**src/rtl/sram_req_arbiter_pkg.sv**
```systemverilog
// Shared constants for the two-requester SRAM-like port arbiter:
// access sizes, requester IDs and arbitration FSM states.
package sram_req_arbiter_pkg;

  localparam logic [1:0] SIZE_B = 2'd0;
  localparam logic [1:0] SIZE_H = 2'd1;
  localparam logic [1:0] SIZE_W = 2'd2;

  localparam logic ID_I = 1'b0;
  localparam logic ID_D = 1'b1;

  typedef enum logic [1:0] {
    ST_IDLE   = 2'd0,
    ST_LOCK_I = 2'd1,
    ST_LOCK_D = 2'd2
  } arb_state_e;

  function automatic arb_state_e lock_state(input logic id);
    return (id == ID_D) ? ST_LOCK_D : ST_LOCK_I;
  endfunction

endpackage

```
**src/rtl/sram_req_arbiter_if.sv**
```systemverilog
// Bundle of the upstream inst/data SRAM-like ports and the downstream port.
// The slave modport is the arbiter's view; master is the environment's view.
interface sram_req_arbiter_if #(
  parameter int ADDR_W = 32,
  parameter int DATA_W = 32
);
  logic              i_req,     d_req;
  logic              i_wr,      d_wr;
  logic [1:0]        i_size,    d_size;
  logic [3:0]        i_wstrb,   d_wstrb;
  logic [ADDR_W-1:0] i_addr,    d_addr;
  logic [DATA_W-1:0] i_wdata,   d_wdata;
  logic              i_addr_ok, d_addr_ok;
  logic              i_data_ok, d_data_ok;
  logic [DATA_W-1:0] i_rdata,   d_rdata;

  logic              m_req;
  logic              m_wr;
  logic [1:0]        m_size;
  logic [3:0]        m_wstrb;
  logic [ADDR_W-1:0] m_addr;
  logic [DATA_W-1:0] m_wdata;
  logic              m_addr_ok;
  logic              m_data_ok;
  logic [DATA_W-1:0] m_rdata;

  modport slave (
    input  i_req, i_wr, i_size, i_wstrb, i_addr, i_wdata,
    input  d_req, d_wr, d_size, d_wstrb, d_addr, d_wdata,
    output i_addr_ok, i_data_ok, i_rdata,
    output d_addr_ok, d_data_ok, d_rdata,
    output m_req, m_wr, m_size, m_wstrb, m_addr, m_wdata,
    input  m_addr_ok, m_data_ok, m_rdata
  );

  modport master (
    output i_req, i_wr, i_size, i_wstrb, i_addr, i_wdata,
    output d_req, d_wr, d_size, d_wstrb, d_addr, d_wdata,
    input  i_addr_ok, i_data_ok, i_rdata,
    input  d_addr_ok, d_data_ok, d_rdata,
    input  m_req, m_wr, m_size, m_wstrb, m_addr, m_wdata,
    output m_addr_ok, m_data_ok, m_rdata
  );
endinterface

```
**src/rtl/sram_req_arbiter_fifo.sv**
```systemverilog
// In-order queue of 1-bit requester IDs, one entry per accepted request,
// popped as downstream responses return.
module arb_id_fifo #(
  parameter int DEPTH = 4
) (
  input  logic clk,
  input  logic resetn,
  input  logic push_i,
  input  logic din_i,
  input  logic pop_i,
  output logic full_o,
  output logic empty_o,
  output logic head_o
);
  localparam int PTR_W = $clog2(DEPTH);
  localparam int CNT_W = PTR_W + 1;

  logic             mem_q [DEPTH];
  logic [PTR_W-1:0] wr_ptr_q, wr_ptr_d;
  logic [PTR_W-1:0] rd_ptr_q, rd_ptr_d;
  logic [CNT_W-1:0] count_q,  count_d;
  logic             do_push, do_pop;

  assign full_o  = (count_q == CNT_W'(DEPTH));
  assign empty_o = (count_q == '0);
  assign head_o  = mem_q[rd_ptr_q];
  assign do_push = push_i & ~full_o;
  assign do_pop  = pop_i & ~empty_o;

  // DEPTH is a power of two, so pointers wrap by natural overflow
  always_comb begin
    wr_ptr_d = wr_ptr_q;
    rd_ptr_d = rd_ptr_q;
    count_d  = count_q;
    if (do_push) wr_ptr_d = wr_ptr_q + PTR_W'(1);
    if (do_pop)  rd_ptr_d = rd_ptr_q + PTR_W'(1);
    case ({do_push, do_pop})
      2'b10:   count_d = count_q + CNT_W'(1);
      2'b01:   count_d = count_q - CNT_W'(1);
      default: count_d = count_q;
    endcase
  end

  always_ff @(posedge clk) begin
    if (!resetn) begin
      wr_ptr_q <= '0;
      rd_ptr_q <= '0;
      count_q  <= '0;
    end else begin
      wr_ptr_q <= wr_ptr_d;
      rd_ptr_q <= rd_ptr_d;
      count_q  <= count_d;
    end
  end

  always_ff @(posedge clk) begin
    if (do_push) mem_q[wr_ptr_q] <= din_i;
  end

endmodule

```
**src/rtl/sram_req_arbiter.sv**
```systemverilog
// Fixed-priority (D over I) arbiter sharing one SRAM-like port; a grant is held
// until addr_ok, and responses are steered back through an in-order ID queue.
module sram_req_arbiter
  import sram_req_arbiter_pkg::*;
#(
  parameter int ADDR_W    = 32,
  parameter int DATA_W    = 32,
  parameter int MAX_OUTST = 4
) (
  input logic               clk,
  input logic               resetn,
  sram_req_arbiter_if.slave bus
);
  arb_state_e        state_q, state_d;
  logic              owner;
  logic              owner_req;
  logic              m_req;
  logic              handshake;
  logic              full, empty, head;
  logic              rsp_valid;
  logic [ADDR_W-1:0] m_addr;
  logic [DATA_W-1:0] m_wdata;

  // D wins in IDLE; a locked state pins the owner until addr_ok or cancel
  always_comb begin
    owner     = ID_I;
    owner_req = 1'b0;
    state_d   = state_q;
    unique case (state_q)
      ST_LOCK_I: begin
        owner     = ID_I;
        owner_req = bus.i_req;
      end
      ST_LOCK_D: begin
        owner     = ID_D;
        owner_req = bus.d_req;
      end
      default: begin
        owner     = bus.d_req ? ID_D : ID_I;
        owner_req = bus.i_req | bus.d_req;
      end
    endcase

    if (!full) begin
      if (state_q == ST_IDLE) begin
        if (owner_req && !bus.m_addr_ok) state_d = lock_state(owner);
      end else if (!owner_req || bus.m_addr_ok) begin
        state_d = ST_IDLE;
      end
    end
  end

  always_ff @(posedge clk) begin
    if (!resetn) state_q <= ST_IDLE;
    else         state_q <= state_d;
  end

  assign m_req     = owner_req & ~full;
  assign handshake = m_req & bus.m_addr_ok;
  assign m_addr    = (owner == ID_D) ? bus.d_addr  : bus.i_addr;
  assign m_wdata   = (owner == ID_D) ? bus.d_wdata : bus.i_wdata;

  assign bus.m_req   = m_req;
  assign bus.m_wr    = (owner == ID_D) ? bus.d_wr    : bus.i_wr;
  assign bus.m_size  = (owner == ID_D) ? bus.d_size  : bus.i_size;
  assign bus.m_wstrb = (owner == ID_D) ? bus.d_wstrb : bus.i_wstrb;
  assign bus.m_addr  = m_addr;
  assign bus.m_wdata = m_wdata;

  assign bus.i_addr_ok = handshake & (owner == ID_I);
  assign bus.d_addr_ok = handshake & (owner == ID_D);

  // A response with nothing outstanding is dropped without popping
  assign rsp_valid     = bus.m_data_ok & ~empty;
  assign bus.i_data_ok = rsp_valid & (head == ID_I);
  assign bus.d_data_ok = rsp_valid & (head == ID_D);
  assign bus.i_rdata   = bus.m_rdata;
  assign bus.d_rdata   = bus.m_rdata;

  arb_id_fifo #(
    .DEPTH (MAX_OUTST)
  ) u_id_fifo (
    .clk     (clk),
    .resetn  (resetn),
    .push_i  (handshake),
    .din_i   (owner),
    .pop_i   (bus.m_data_ok),
    .full_o  (full),
    .empty_o (empty),
    .head_o  (head)
  );

endmodule

```
**src/flat_wrapper.sv**
```systemverilog
// flat-port wrapper written by rule: the top's interface ports become plain ports
module sram_req_arbiter_flat import sram_req_arbiter_pkg::*;
#(
  parameter int ADDR_W    = 32,
  parameter int DATA_W    = 32,
  parameter int MAX_OUTST = 4
)
  (clk, resetn, bus_i_req, bus_i_wr, bus_i_size, bus_i_wstrb, bus_i_addr, bus_i_wdata, bus_d_req, bus_d_wr, bus_d_size, bus_d_wstrb, bus_d_addr, bus_d_wdata, bus_i_addr_ok, bus_i_data_ok, bus_i_rdata, bus_d_addr_ok, bus_d_data_ok, bus_d_rdata, bus_m_req, bus_m_wr, bus_m_size, bus_m_wstrb, bus_m_addr, bus_m_wdata, bus_m_addr_ok, bus_m_data_ok, bus_m_rdata);
  sram_req_arbiter_if #(.ADDR_W(ADDR_W), .DATA_W(DATA_W)) bus_i ();
  input logic clk;
  input logic resetn;
  input wire logic [$bits(bus_i.i_req)-1:0] bus_i_req;
  input wire logic [$bits(bus_i.i_wr)-1:0] bus_i_wr;
  input wire logic [$bits(bus_i.i_size)-1:0] bus_i_size;
  input wire logic [$bits(bus_i.i_wstrb)-1:0] bus_i_wstrb;
  input wire logic [$bits(bus_i.i_addr)-1:0] bus_i_addr;
  input wire logic [$bits(bus_i.i_wdata)-1:0] bus_i_wdata;
  input wire logic [$bits(bus_i.d_req)-1:0] bus_d_req;
  input wire logic [$bits(bus_i.d_wr)-1:0] bus_d_wr;
  input wire logic [$bits(bus_i.d_size)-1:0] bus_d_size;
  input wire logic [$bits(bus_i.d_wstrb)-1:0] bus_d_wstrb;
  input wire logic [$bits(bus_i.d_addr)-1:0] bus_d_addr;
  input wire logic [$bits(bus_i.d_wdata)-1:0] bus_d_wdata;
  output wire logic [$bits(bus_i.i_addr_ok)-1:0] bus_i_addr_ok;
  output wire logic [$bits(bus_i.i_data_ok)-1:0] bus_i_data_ok;
  output wire logic [$bits(bus_i.i_rdata)-1:0] bus_i_rdata;
  output wire logic [$bits(bus_i.d_addr_ok)-1:0] bus_d_addr_ok;
  output wire logic [$bits(bus_i.d_data_ok)-1:0] bus_d_data_ok;
  output wire logic [$bits(bus_i.d_rdata)-1:0] bus_d_rdata;
  output wire logic [$bits(bus_i.m_req)-1:0] bus_m_req;
  output wire logic [$bits(bus_i.m_wr)-1:0] bus_m_wr;
  output wire logic [$bits(bus_i.m_size)-1:0] bus_m_size;
  output wire logic [$bits(bus_i.m_wstrb)-1:0] bus_m_wstrb;
  output wire logic [$bits(bus_i.m_addr)-1:0] bus_m_addr;
  output wire logic [$bits(bus_i.m_wdata)-1:0] bus_m_wdata;
  input wire logic [$bits(bus_i.m_addr_ok)-1:0] bus_m_addr_ok;
  input wire logic [$bits(bus_i.m_data_ok)-1:0] bus_m_data_ok;
  input wire logic [$bits(bus_i.m_rdata)-1:0] bus_m_rdata;
  assign bus_i.i_req = bus_i_req;
  assign bus_i.i_wr = bus_i_wr;
  assign bus_i.i_size = bus_i_size;
  assign bus_i.i_wstrb = bus_i_wstrb;
  assign bus_i.i_addr = bus_i_addr;
  assign bus_i.i_wdata = bus_i_wdata;
  assign bus_i.d_req = bus_d_req;
  assign bus_i.d_wr = bus_d_wr;
  assign bus_i.d_size = bus_d_size;
  assign bus_i.d_wstrb = bus_d_wstrb;
  assign bus_i.d_addr = bus_d_addr;
  assign bus_i.d_wdata = bus_d_wdata;
  assign bus_i_addr_ok = bus_i.i_addr_ok;
  assign bus_i_data_ok = bus_i.i_data_ok;
  assign bus_i_rdata = bus_i.i_rdata;
  assign bus_d_addr_ok = bus_i.d_addr_ok;
  assign bus_d_data_ok = bus_i.d_data_ok;
  assign bus_d_rdata = bus_i.d_rdata;
  assign bus_m_req = bus_i.m_req;
  assign bus_m_wr = bus_i.m_wr;
  assign bus_m_size = bus_i.m_size;
  assign bus_m_wstrb = bus_i.m_wstrb;
  assign bus_m_addr = bus_i.m_addr;
  assign bus_m_wdata = bus_i.m_wdata;
  assign bus_i.m_addr_ok = bus_m_addr_ok;
  assign bus_i.m_data_ok = bus_m_data_ok;
  assign bus_i.m_rdata = bus_m_rdata;
  sram_req_arbiter #(.ADDR_W(ADDR_W), .DATA_W(DATA_W), .MAX_OUTST(MAX_OUTST)) u_core (.clk(clk), .resetn(resetn), .bus(bus_i));
endmodule
```
**config.mk**
```make
export PLATFORM = sky130hd
export DESIGN_NAME = sram_req_arbiter_flat
export DESIGN_NICKNAME = d
export VERILOG_FILES = /design/src/rtl/sram_req_arbiter_pkg.sv /design/src/rtl/sram_req_arbiter_if.sv /design/src/rtl/sram_req_arbiter_fifo.sv /design/src/rtl/sram_req_arbiter.sv /design/src/flat_wrapper.sv
export SDC_FILE = /design/constraint.sdc
export NUM_CORES = 1
export LEC_CHECK = 0
export BUFFER_PORTS_ARGS = -buffer_cell sky130_fd_sc_hd__buf_2
export CAP_MARGIN = 5
export CORE_AREA = 4 4 122 124
export CTS_BUF_LIST = sky130_fd_sc_hd__clkbuf_4 sky130_fd_sc_hd__clkbuf_8
export CTS_CLUSTER_SIZE = 24
export DETAILED_ROUTE_END_ITERATION = 16
export DIE_AREA = 0 0 126 128
export PLACE_DENSITY = 0.52
export SKIP_CTS_REPAIR_TIMING = 1
export SYNTH_ARGS = -nofsm -noshare
export SYNTH_HDL_FRONTEND = slang
export SYNTH_SLANG_ARGS = --single-unit
```
**constraint.sdc**
```tcl
create_clock -name clk -period 3.34 [get_ports clk]
set_clock_uncertainty 0.1 [all_clocks]
set_input_delay 0.167 -clock clk [delete_from_list [all_inputs] [get_ports clk]]
set_output_delay 0.167 -clock clk [all_outputs]
set_load 0.01 [all_outputs]
```
# After elaboration in Yosys (flattened, before gate mapping)
# Memory sizes are Yosys's and may differ from the RTL's. A register that Yosys moved wholly into a read port is not among the register bits.
# Cells that the tools add are included.
dict set report totals {
  inputBits 180
  elab_cells 54
  regBits 9
  mem_count 1
  ramBits 4
}
dict set report classes {
  reduce_logical 9
  eq_ne 6
  n_addsub 4
  n_mux 17
  n_bitwise 13
}
# memory words width rd rd_clocked_by_memory_dff wr line
set mem_list {}
lappend mem_list {u_core.u_id_fifo.mem_q 4 1 1 1 1 sram_req_arbiter_fifo.sv:18} ;# logic mem_q [DEPTH];
# cell n
set ops {}
lappend ops {{$mux 32} 2}
lappend ops {{$mux 2} 7}
lappend ops {{$and 1x1->1} 8}
lappend ops {{$pmux 3 s2} 1}
lappend ops {{$add 2x1->2 const B} 2}
lappend ops {{$eq 2x1->1 const B} 2}
lappend ops {{$eq 2x2->1 const B} 2}
lappend ops {{$mux 1} 4}
lappend ops {{$mux 4} 1}
lappend ops {{$not 1->1} 4}
lappend ops {{$pmux 1 s2} 2}
lappend ops {{$reduce_bool 2->1} 2}
lappend ops {{$add 3x1->3 const B} 1}
lappend ops {{$eq 3x3->1 const B} 1}
lappend ops {{$logic_not 3->1} 1}
lappend ops {{$reduce_and 3->1} 1}
lappend ops {{$sub 3x1->3 const B} 1}
lappend ops {{$logic_not 1->1} 2}
lappend ops {{$logic_not 2->1} 1}
lappend ops {{$ne 2x2->1 const B} 1}
lappend ops {{$logic_and 1x1->1} 1}
lappend ops {{$logic_or 1x1->1} 1}
lappend ops {{$or 1x1->1} 1}

# Longest topological paths before layout
# Gate-level depths: netlist (run 1).
dict set report depth {
  depth_word 7
  depth_mapped 11
  ltp_nobuf 11
}

# Modules after synthesis
# From an unflattened synthesis (run 1), not the netlist that was laid out.
dict set report hier_totals {
  cells_unflattened 234
  area_unflattened_um2 2215.9
}
# mod cells_each n_inst area_each_um2
set by_module_without_submodules {}
lappend by_module_without_submodules {sram_req_arbiter 175 1 1579.0}
lappend by_module_without_submodules {arb_id_fifo 59 1 636.9}

# Worst setup path after synthesis (run 1)
# OpenSTA, ideal clock, no wires.
dict set report synth_path {
  path_kind {flip-flop to flip-flop}
  start {register u_core.state_q[0]}
  end {register u_core.u_id_fifo.count_q[2]}
  setup_slack_ps 845
  setup_time_ps 76
  synth_period_minus_slack_ps 2495
  t_arrival_ps 2320
  required_ps 3164
  stages_incl_launch_ff 12
  path_cell_list {dfxtp_1 > inv_1 > ha_1 > o21bai_2 > a211oi_4 > inv_1 > ha_1 > inv_1 > fa_1 > xor2_1 > or3_1 > a21boi_0}
}
dict set report synth_between {
  elab_chain_cells 7
}
# element line
set synth_lines {}
lappend synth_lines {{start, declared} sram_req_arbiter.sv:14} ;# arb_state_e state_q, state_d;
lappend synth_lines {{start signal, assigned} sram_req_arbiter.sv:55} ;# else state_q <= state_d;
lappend synth_lines {{$eq 2x2->1 or $eq 2x1->1 (tied branches)} sram_req_arbiter.sv:29} ;# unique case (state_q)
lappend synth_lines {{$pmux 1 s2 (*)} sram_req_arbiter.sv:29}
lappend synth_lines {{$and 1x1->1 (*)} sram_req_arbiter.sv:58} ;# assign m_req = owner_req & ~full;
lappend synth_lines {{$and 1x1->1 (*)} sram_req_arbiter.sv:59} ;# assign handshake = m_req & bus.m_addr_ok;
lappend synth_lines {{$and 1x1->1 (*)} sram_req_arbiter_fifo.sv:27} ;# assign do_push = push_i & ~full_o;
lappend synth_lines {{$eq 2x1->1 or $eq 2x2->1 (tied branches)} sram_req_arbiter_fifo.sv:37} ;# case ({do_push, do_pop})
lappend synth_lines {{$pmux 3 s2 or $reduce_bool 2->1 (tied branches)} --}
lappend synth_lines {{end signal, assigned} sram_req_arbiter_fifo.sv:52} ;# count_q <= count_d;
lappend synth_lines {{end, declared} sram_req_arbiter_fifo.sv:21} ;# logic [CNT_W-1:0] count_q, count_d;
# Every way passes the cells marked *; elsewhere a longest branch is shown, timed or not.
# A chain may end at the register's enable or synchronous reset.

# Worst setup path in the final report (run 1)
# Same ends and word-level chain as after synthesis.

==> metrics.csv, run 1 <==
stage,metric,value,unit
run_status,status,"complete, no violations",
global_routing,grt.total_usage,9.52,%
sta,setup_tns,0,ps
setup_path,worstSetupStartpoint,u_core.state_q[0],
route,drcViolationCount,0,
floorplan,die_h,128,um
floorplan,pin_count,320,
global_routing,grt_max_degree,45,
clock_network,clock_path_buffers,2,
placement,port_buffers,223,
placement,hpwl,7610,um
power,powerDensity,668,nW/um^2
setup_path,critPathCapture,u_core.u_id_fifo.count_q[2],
route,post_drt_wl_per_cell,12.6,um
sta,finalCritPeriodShare,81.5,%
placement,place_area,3030,sq um
floorplan,rows,43,
floorplan,start_util,16.1,%
logic_synthesis,synth_area,2210,sq um
clock_network,clk_pin_slew_worst_paths,70,ps
route,vias_per_cell,3.73,
global_routing,grt_pass1_vias,2369,
setup_path,r2r_setup_slack,620,ps
setup_path,r2r-start,u_core.state_q[0],
layout,antenna_cells,0,
route,ant_nets,0,
job,max-cap-violations,0,
sta,setup_slack,616,ps
setup_path,path_max_fanout,8,
layout,area_delta_synth_final,39.3,%
layout,layout_commonest_cell,buf_2,
setup_path,r2r-end,u_core.u_id_fifo.count_q[2],
global_routing,antenna_found_initial,0,
setup_path,worstPathArrival,2800,ps
clock_network,cts_sinks,15,
logic_synthesis,synth_cell_types,28,
placement,placed_cells,705,
route,drt-pass1-iter-count,4,
sta,rsz0062_at_grt,false,
setup_path,cp-start-kind,flip-flop,
clock_network,clockRootBuffer,clkbuf_8,
logic_synthesis,syn_nets,568,
route,drt_iter0_drc,102,
sta,tightest_slew,472,ps
global_routing,overflow,0,
setup_path,end_kind,flip-flop,
sta,hold_violations,0,
logic_synthesis,synth_seq_cells,15,
sta,finalSetupViolations,0,
setup_path,worstPathRequired,3420,ps
layout,final_area,3080,sq um
layout,fillCellCount,1606,
floorplan,core-area,13800,sq um
logic_synthesis,avgSynthCellArea,5.84,sq um
global_routing,grt_pass1_wl,12700,um
clock_network,clock_latency,250,ps
sta,holdWs,179,ps
route,num_vias,2648,
worst_hold_path,hold_class,in2reg,
placement,place.gp.congestion,0.751,
layout,drive_above_1_share,45.6,%
placement,dp_slack,608,ps
clock_network,cts_max_level,1,
clock_network,cts_tree,done,
layout,fin_cells,709,
setup_path,worst-setup-path-type,reg2reg,
layout,nets,719,
route,finalWirelength,8960,um
sta,fmax,367,MHz
floorplan,die_w,126,um
logic_synthesis,ys_seq_area_share,15.4,%
clock_network,numCtsBuffers,3,
sta,max-slew-margin-rel,68.4,%
sta,min_period,2720,ps
power,cellLeakagePower,1.90,nW
layout,final_cell_mix,"223 x buf_2, 221 x nand2_1, 11 x inv_1, 11 x dfxtp_1, 9 x and2_1",
sta,maxSlewViolCount,0,
power,vdd_ir_drop_max,723,uV
floorplan,die_area,16100,sq um
setup_path,ff2ff_path_depth,11,
logic_synthesis,postSynthCellCount,379,
logic_synthesis,ys_warn_count,0,
[final cells by class]
cell class / count / area [sq um] / area share, %
timing repair buffer: 227 / 1150 / 37.2
inverter: 12 / 45.0 / 1.46
clock inverter: 1 / 7.51 / 0.244
tap: 180 / 225 / 7.31
multi-input combinational: 271 / 1280 / 41.4
clock buffer: 3 / 41.3 / 1.34
sequential: 15 / 340 / 11.0
[layer usage]
layer / share of wire (%) / track usage, %
met5: 0 / 0
met4: 0 / 0.631
met3: 13 / 4.42
met2: 47 / 15.9
met1: 39 / 11.8
[critical path: stages (launching register included)]
cell and delay (ps):
dfxtp_1 380, inv_1 80, ha_1 350, o21bai_2 240, a211oi_4 370, inv_1 130
ha_1 240, inv_1 70, fa_1 170, xor2_1 70, or3_1 300, a21boi_0 150
[how the worst min path moves through the flow]
stage / from / to / slack, ps / depth (start not counted)
after global routing: resetn / flip-flop / 200 / 2
after floorplan: resetn / u_core.state_q[1] / 270 / 2
after global placement: bus_m_rdata[24] / bus_i_rdata[24] / 230 / 0
final: bus_m_addr_ok / u_core.state_q[1] / 180 / 3
after CTS: bus_m_addr_ok / u_core.state_q[1] / 180 / 3
after detailed placement: bus_m_rdata[24] / bus_i_rdata[24] / 230 / 0
[cells in the mapped netlist, drive strengths merged]
cell type  count  area (sq um)
nor2           3          11.3
xor2           1          8.76
o31ai          1          12.5
mux4           1          22.5
edfxtp         4           120
nand2        221           830
dfxtp         11           220
a22oi          1          12.5
nor3b          1          12.5
o21ai          3          15.0
a21oi          3          15.0
xnor2          4          35.0
a211oi         1          20.0
o21bai         1          11.3
buf           79           556
and2          11          71.3
ha             8           100
o221ai         2          17.5
nor3           2          10.0
a21boi         1          7.51
inv           12          45.0
mux2i          1          10.0
clkbuf         2          7.51
nand3          3          15.0
fa             1          20.0
or3            1          6.26
[through the flow]
| stage | power [mW] | utilization, % |
|---|---|---|
| 2_1_floorplan | 1.37 | - |
| 3_3_place_gp | 1.94 | 22.0 |
| 3_5_place_dp | 1.94 | 22.0 |
| 4_1_cts | 2.10 | 22.4 |
| 5_1_grt | 2.28 | 22.4 |
| 6_report | 2.06 | 22.4 |
[cell families (layout without fill, tap and decap cells)]
family / count (synthesis) / in the layout / synth area share (%)
mux: 2 / 2 / 1.47
buf+inv: 93 / 243 / 27.5
xor+xnor: 5 / 5 / 1.98
simple gates: 242 / 242 / 43.2
fa+ha+maj: 9 / 9 / 5.43
flops: 15 / 15 / 15.4
compound gates: 13 / 13 / 5.03
[power breakdown]
part	internal (mW)	switching, mW
Sequential	0.248	0.0401
Combinational	0.638	0.982
Clock	0.0837	0.0670
No activity file was read; power rests on OpenSTA's default activity.
==> run 2, diff against run 1 <==
Settings changed: CORE_AREA 4 4 122 124 to 4 4 121 123, DIE_AREA 0 0 126 128 to 0 0 125 127, PLACE_DENSITY 0.52 to 0.55.
Clock period 3.34 ns to 2.45 ns, I/O delays scaled along.
==> run 2 against run 1 <==
  * Utilization up 0.95 points
  * Sequential power up 37%
  * Global-route usage up 1.0 points
  * First-iteration DRC count up 23%
  * Cell area up 3.5%
  * Sequential share of layout area down 0.29 points
  * Clock power up 43%
  * Critical path depth unchanged
  * Worst setup slack worse by 580 ps
  * Routed wire length up 7.5%
  * Critical path type unchanged
  * Critical endpoint unchanged
  * Largest cell class unchanged
==> metrics.csv, run 2 (synthesis gave the netlist of run 1 again) <==
stage,metric,value,unit
layout,fillCellCount,1563,
layout,nets,726,
worst_hold_path,hold_class,in2reg,
setup_path,path_max_fanout,3,
power,power.switching,1.56,mW
layout,final_cell_mix,"223 x buf_2, 221 x nand2_1, 10 x inv_1",
clock_network,clock_path_buffers,2,
setup_path,cp_cell_sequence,inv_1 -> ha_1 -> a22oi_2 -> a211oi_4 -> inv_2 -> ha_2 -> inv_1 -> fa_1 -> xor2_1 -> or3_1 -> a21boi_1,
setup_path,critPathMaxStageDelay,370,ps
setup_path,crit_slowest_cell,fa_1,
sta,rsz0062_at_grt,true,
clock_network,clk_pin_slew_worst_paths,70,ps
sta,finalSetupViolations,0,
global_routing,overflow,0,
global_routing,grt.total_usage,10.6,%
sta,setup_slack,38.4,ps
floorplan,start_util,16.2,%
run_status,status,"complete, no violations",
setup_path,end_kind,flip-flop,
setup_path,worstPathRequired,2540,ps
layout,multi_input_area,1290,sq um
power,powerDensity,946,nW/um^2
route,drt-pass1-iter-count,4,
power,seqPwrFrac,13.1,%
power,cellLeakagePower,1.95,nW
layout,seqCellArea,343,sq um
global_routing,grt_pass1_wl,13700,um
layout,final_core_util,23.3,%
placement,port_buffers,223,
power,power_frac_clock,7.2,%
setup_path,worst-setup-path-type,reg2reg,
setup_path,cpMostUsedCell,inv_1,
placement,dp_slack,-53.6,ps
route,num_vias,2739,
clock_network,cts_tree,done,
layout,layout_commonest_cell,buf_2,
sta,maxSlewViolCount,0,
floorplan,core-area,13700,sq um
global_routing,grt_pass1_vias,2484,
clock_network,clockRootBuffer,clkbuf_8,
power,combPwrFrac,79.7,%
sta,hold_violations,0,
route,vias_per_cell,3.83,
placement,hpwl,8090,um
global_routing,antenna_found_initial,0,
route,drcViolationCount,0,
clock_network,cts_sinks,15,
job,max-cap-violations,0,
clock_network,numCtsBuffers,3,
floorplan,rows,43,
floorplan,pin_count,320,
clock_network,cts_max_level,1,
placement,place.gp.congestion,0.768,
sta,min_period,2410,ps
layout,final_area,3190,sq um
power,vdd_ir_drop_max,424,uV
route,drt_iter0_drc,125,
sta,max-slew-margin-rel,74.6,%
layout,area_delta_synth_final,44.1,%
floorplan,die_area,15900,sq um
route,ant_nets,0,
setup_path,worstPathArrival,2500,ps
route,post_drt_wl_per_cell,13.5,um
power,p_int,1.46,mW
global_routing,grt_max_degree,44,
power,switching_share,51.6,%
setup_path,cp-start-kind,flip-flop,
layout,drive_above_1_share,47.0,%
sta,fmax,415,MHz
route,finalWirelength,9630,um
floorplan,die_w,125,um
sta,tightest_slew,381,ps
floorplan,die_h,127,um
placement,place_area,3120,sq um
layout,antenna_cells,0,
clock_network,clock_latency,250,ps
sta,setup_tns,0,ps
sta,finalCritPeriodShare,98.4,%
run 2: cell count changes in the layout (fill, tap and decap cells not counted), moves of 2 or more:
cell,delta
dfxtp_2,+2
buf_12,+3
dfxtp_1,-2
buf_4,+3
run 2: layout make-up:
| cell class | count | area share [%] |
|---|---|---|
| clock buffer | 3 | 1.30 |
| inverter | 12 | 1.41 |
| tap | 180 | 7.06 |
| sequential | 15 | 10.8 |
| multi-input combinational | 271 | 40.3 |
| clock inverter | 1 | 0.235 |
| timing repair buffer | 234 | 38.9 |
run 2: worst max-delay path, delay by kind of cell (launching register included):
| kind | cells | cell delay (ps) |
|---|---|---|
| DFF | 1 | 340 |
| buffers and inverters | 3 | 180 |
| adders and majority gates | 3 | 770 |
| xor gates and xnor gates | 1 | 160 |
| AOI/OAI and AO/OA | 3 | 490 |
| and+or+nand+nor | 1 | 310 |
run 2: power by group through the flow:
stage	clock network (mW)	registers (mW)	logic (mW)
6_report	0.216	0.396	2.41
5_1_grt	0.239	0.408	2.67
4_1_cts	0.223	0.394	2.43
3_5_place_dp	0	0.399	2.41
3_3_place_gp	0	0.396	2.41
2_1_floorplan	0	0.387	1.48
run 2: metal layers:
layer	vias to the layer above	track usage (%)	wire (um)
met5	-	0	0
met4	0	1.53	47
met3	6	5.39	1400
met2	217	16.0	4250
met1	1121	13.8	3940
li1	1395	-	-
run 2: final timing paths:
| check | start | to | slack, ps | cells after the start |
|---|---|---|---|---|
| setup reg to reg | u_core.state_q[0] | u_core.u_id_fifo.count_q[2] | 40 | 11 |
| hold reg to reg | u_core.u_id_fifo.wr_ptr_q[1] | u_core.u_id_fifo.wr_ptr_q[1] | 420 | 2 |
| setup / recovery | u_core.state_q[0] | u_core.u_id_fifo.count_q[2] | 40 | 11 |
| hold / removal | resetn | u_core.u_id_fifo.count_q[2] | 140 | 2 |
run 2: metrics by stage:
step / hold slack [ps] / power [mW] / std cells
3_5_place_dp: 145 / 2.81 / 711
5_1_grt: 140 / 3.32 / 716
4_1_cts: 139 / 3.05 / 715
2_1_floorplan: 223 / 1.87 / 379
3_3_place_gp: 145 / 2.80 / 711
6_report: 138 / 3.02 / 716
==> run 3, diff against run 2 <==
Settings changed: PLACE_DENSITY 0.55 to 0.53.
Clock period 2.45 ns to 3.05 ns, I/O delays scaled along.
==> run 3 against run 2 <==
  * Sequential share of layout area grew 0.30 points
  * Count of clock-buffer cells in the layout is the same
  * Routed wire length shrank 4.0%
  * Critical path type unchanged
  * Largest cell class unchanged
  * Largest power group unchanged
  * Highest routed layer unchanged
==> metrics.csv, run 3 (synthesis gave the netlist of run 1 again) <==
stage,metric,value,unit
floorplan,die_w,125,um
clock_network,clock_latency,250,ps
global_routing,grt_pass1_wl,13600,um
floorplan,pin_count,320,
route,drcViolationCount,0,
sta,maxSlewViolCount,0,
sta,max-slew-margin-rel,48.0,%
placement,port_buffers,223,
floorplan,start_util,16.2,%
setup_path,worstPathRequired,3120,ps
power,vdd_ir_drop_max,420,uV
route,finalWirelength,9250,um
layout,drive_above_1_share,45.4,%
global_routing,grt.total_usage,10.4,%
global_routing,grt_pass1_vias,2403,
worst_hold_path,hold_class,in2reg,
route,ant_nets,0,
layout,area_delta_synth_final,39.2,%
sta,finalCritPeriodShare,92.2,%
placement,place_area,3030,sq um
route,num_vias,2626,
clock_network,numCtsBuffers,3,
setup_path,worstPathArrival,2880,ps
sta,min_period,2810,ps
layout,fillCellCount,1580,
floorplan,core-area,13700,sq um
power,cellLeakagePower,1.89,nW
clock_network,clk_pin_slew_worst_paths,60,ps
layout,antenna_cells,0,
layout,multi_input_area,1280,sq um
run_status,status,"complete, no violations",
route,vias_per_cell,3.71,
route,drt-pass1-iter-count,4,
route,drt_iter0_drc,128,
placement,place.gp.congestion,0.765,
route,post_drt_wl_per_cell,13.1,um
sta,tightest_slew,780,ps
layout,nets,717,
sta,finalSetupViolations,0,
global_routing,overflow,0,
clock_network,clock_path_buffers,2,
power,powerDensity,736,nW/um^2
placement,hpwl,7700,um
sta,fmax,356,MHz
floorplan,rows,43,
clock_network,cts_max_level,1,
clock_network,cts_tree,done,
global_routing,antenna_found_initial,0,
setup_path,cp-start-kind,flip-flop,
setup_path,end_kind,flip-flop,
floorplan,die_h,127,um
sta,hold_violations,0,
sta,rsz0062_at_grt,false,
clock_network,clockRootBuffer,clkbuf_8,
floorplan,die_area,15900,sq um
setup_path,worst-setup-path-type,reg2reg,
job,max-cap-violations,0,
layout,seqCellArea,340,sq um
layout,layout_commonest_cell,buf_2,
layout,final_cell_mix,"223 x buf_2, 221 x nand2_1, 11 x inv_1, 11 x dfxtp_1, 9 x and2_1",
clock_network,cts_sinks,15,
setup_path,path_max_fanout,8,
global_routing,grt_max_degree,77,
sta,setup_tns,0,ps
layout,final_area,3080,sq um
run 3: cell types whose count changed in the layout (fill, tap and decap cells not counted), moves of 2 or more:
cell,before,now
buf_4,7,1
dfxtp_2,2,0
dfxtp_1,9,11
buf_12,3,1
run 3: layout make-up:
| class | count | share of cell area (%) |
|---|---|---|
| multi-input cells | 271 | 41.4 |
| flip-flops and latches | 15 | 11.1 |
| well taps | 180 | 7.31 |
| repair buffers | 225 | 37.1 |
| inverters | 12 | 1.46 |
| clock buffers | 3 | 1.34 |
| clock inverters | 1 | 0.244 |
run 3: path summary, 6_finish.rpt:
path                                      from                           end  slack, ps  cells after the start
hold reg to reg   u_core.u_id_fifo.wr_ptr_q[1]  u_core.u_id_fifo.wr_ptr_q[1]        420                      2
hold / removal                   bus_m_addr_ok             u_core.state_q[0]        180                      3
setup reg to reg             u_core.state_q[0]   u_core.u_id_fifo.count_q[2]        240                     11
setup / recovery             u_core.state_q[0]   u_core.u_id_fifo.count_q[2]        240                     11
run 3: routing by layer:
metal  part of all wire (%)  global-route usage (%)  up-vias  wire length (um)
met4                   0.59                    1.21        0                55
met2                     44                    15.6      182              4100
met3                     13                    4.64        6              1240
met1                     42                    14.1     1059              3850
li1                       -                       -     1379                 -
met5                      0                       0        -                 0
run 3: power by group:
part | leakage, nW | internal (mW) | switching [mW]
Combinational | 1.74 | 0.701 | 1.08
Sequential | 0.127 | 0.272 | 0.0455
Clock | 0.0217 | 0.0917 | 0.0718
run 3: critical path, stage by stage, from the launching register on:
cell and delay (ps):
dfxtp_1 390, inv_1 80, ha_1 360, o21bai_2 250, a211oi_4 390, inv_1 140
ha_1 240, inv_1 70, fa_1 170, xor2_1 80, or3_1 300, a21boi_0 170
run 3: metrics by stage:
step | setup slack, ps | util [%] | power (mW) | hold slack, ps | instances
detailed placement | 274 | 22.2 | 2.14 | 205 | 703
global placement | 382 | 22.2 | 2.15 | 205 | 703
finish | 239 | 22.5 | 2.27 | 177 | 707
CTS | 242 | 22.5 | 2.32 | 174 | 707
floorplan | 555 | - | 1.50 | 253 | 379
global route | 74.8 | 22.5 | 2.52 | 183 | 707
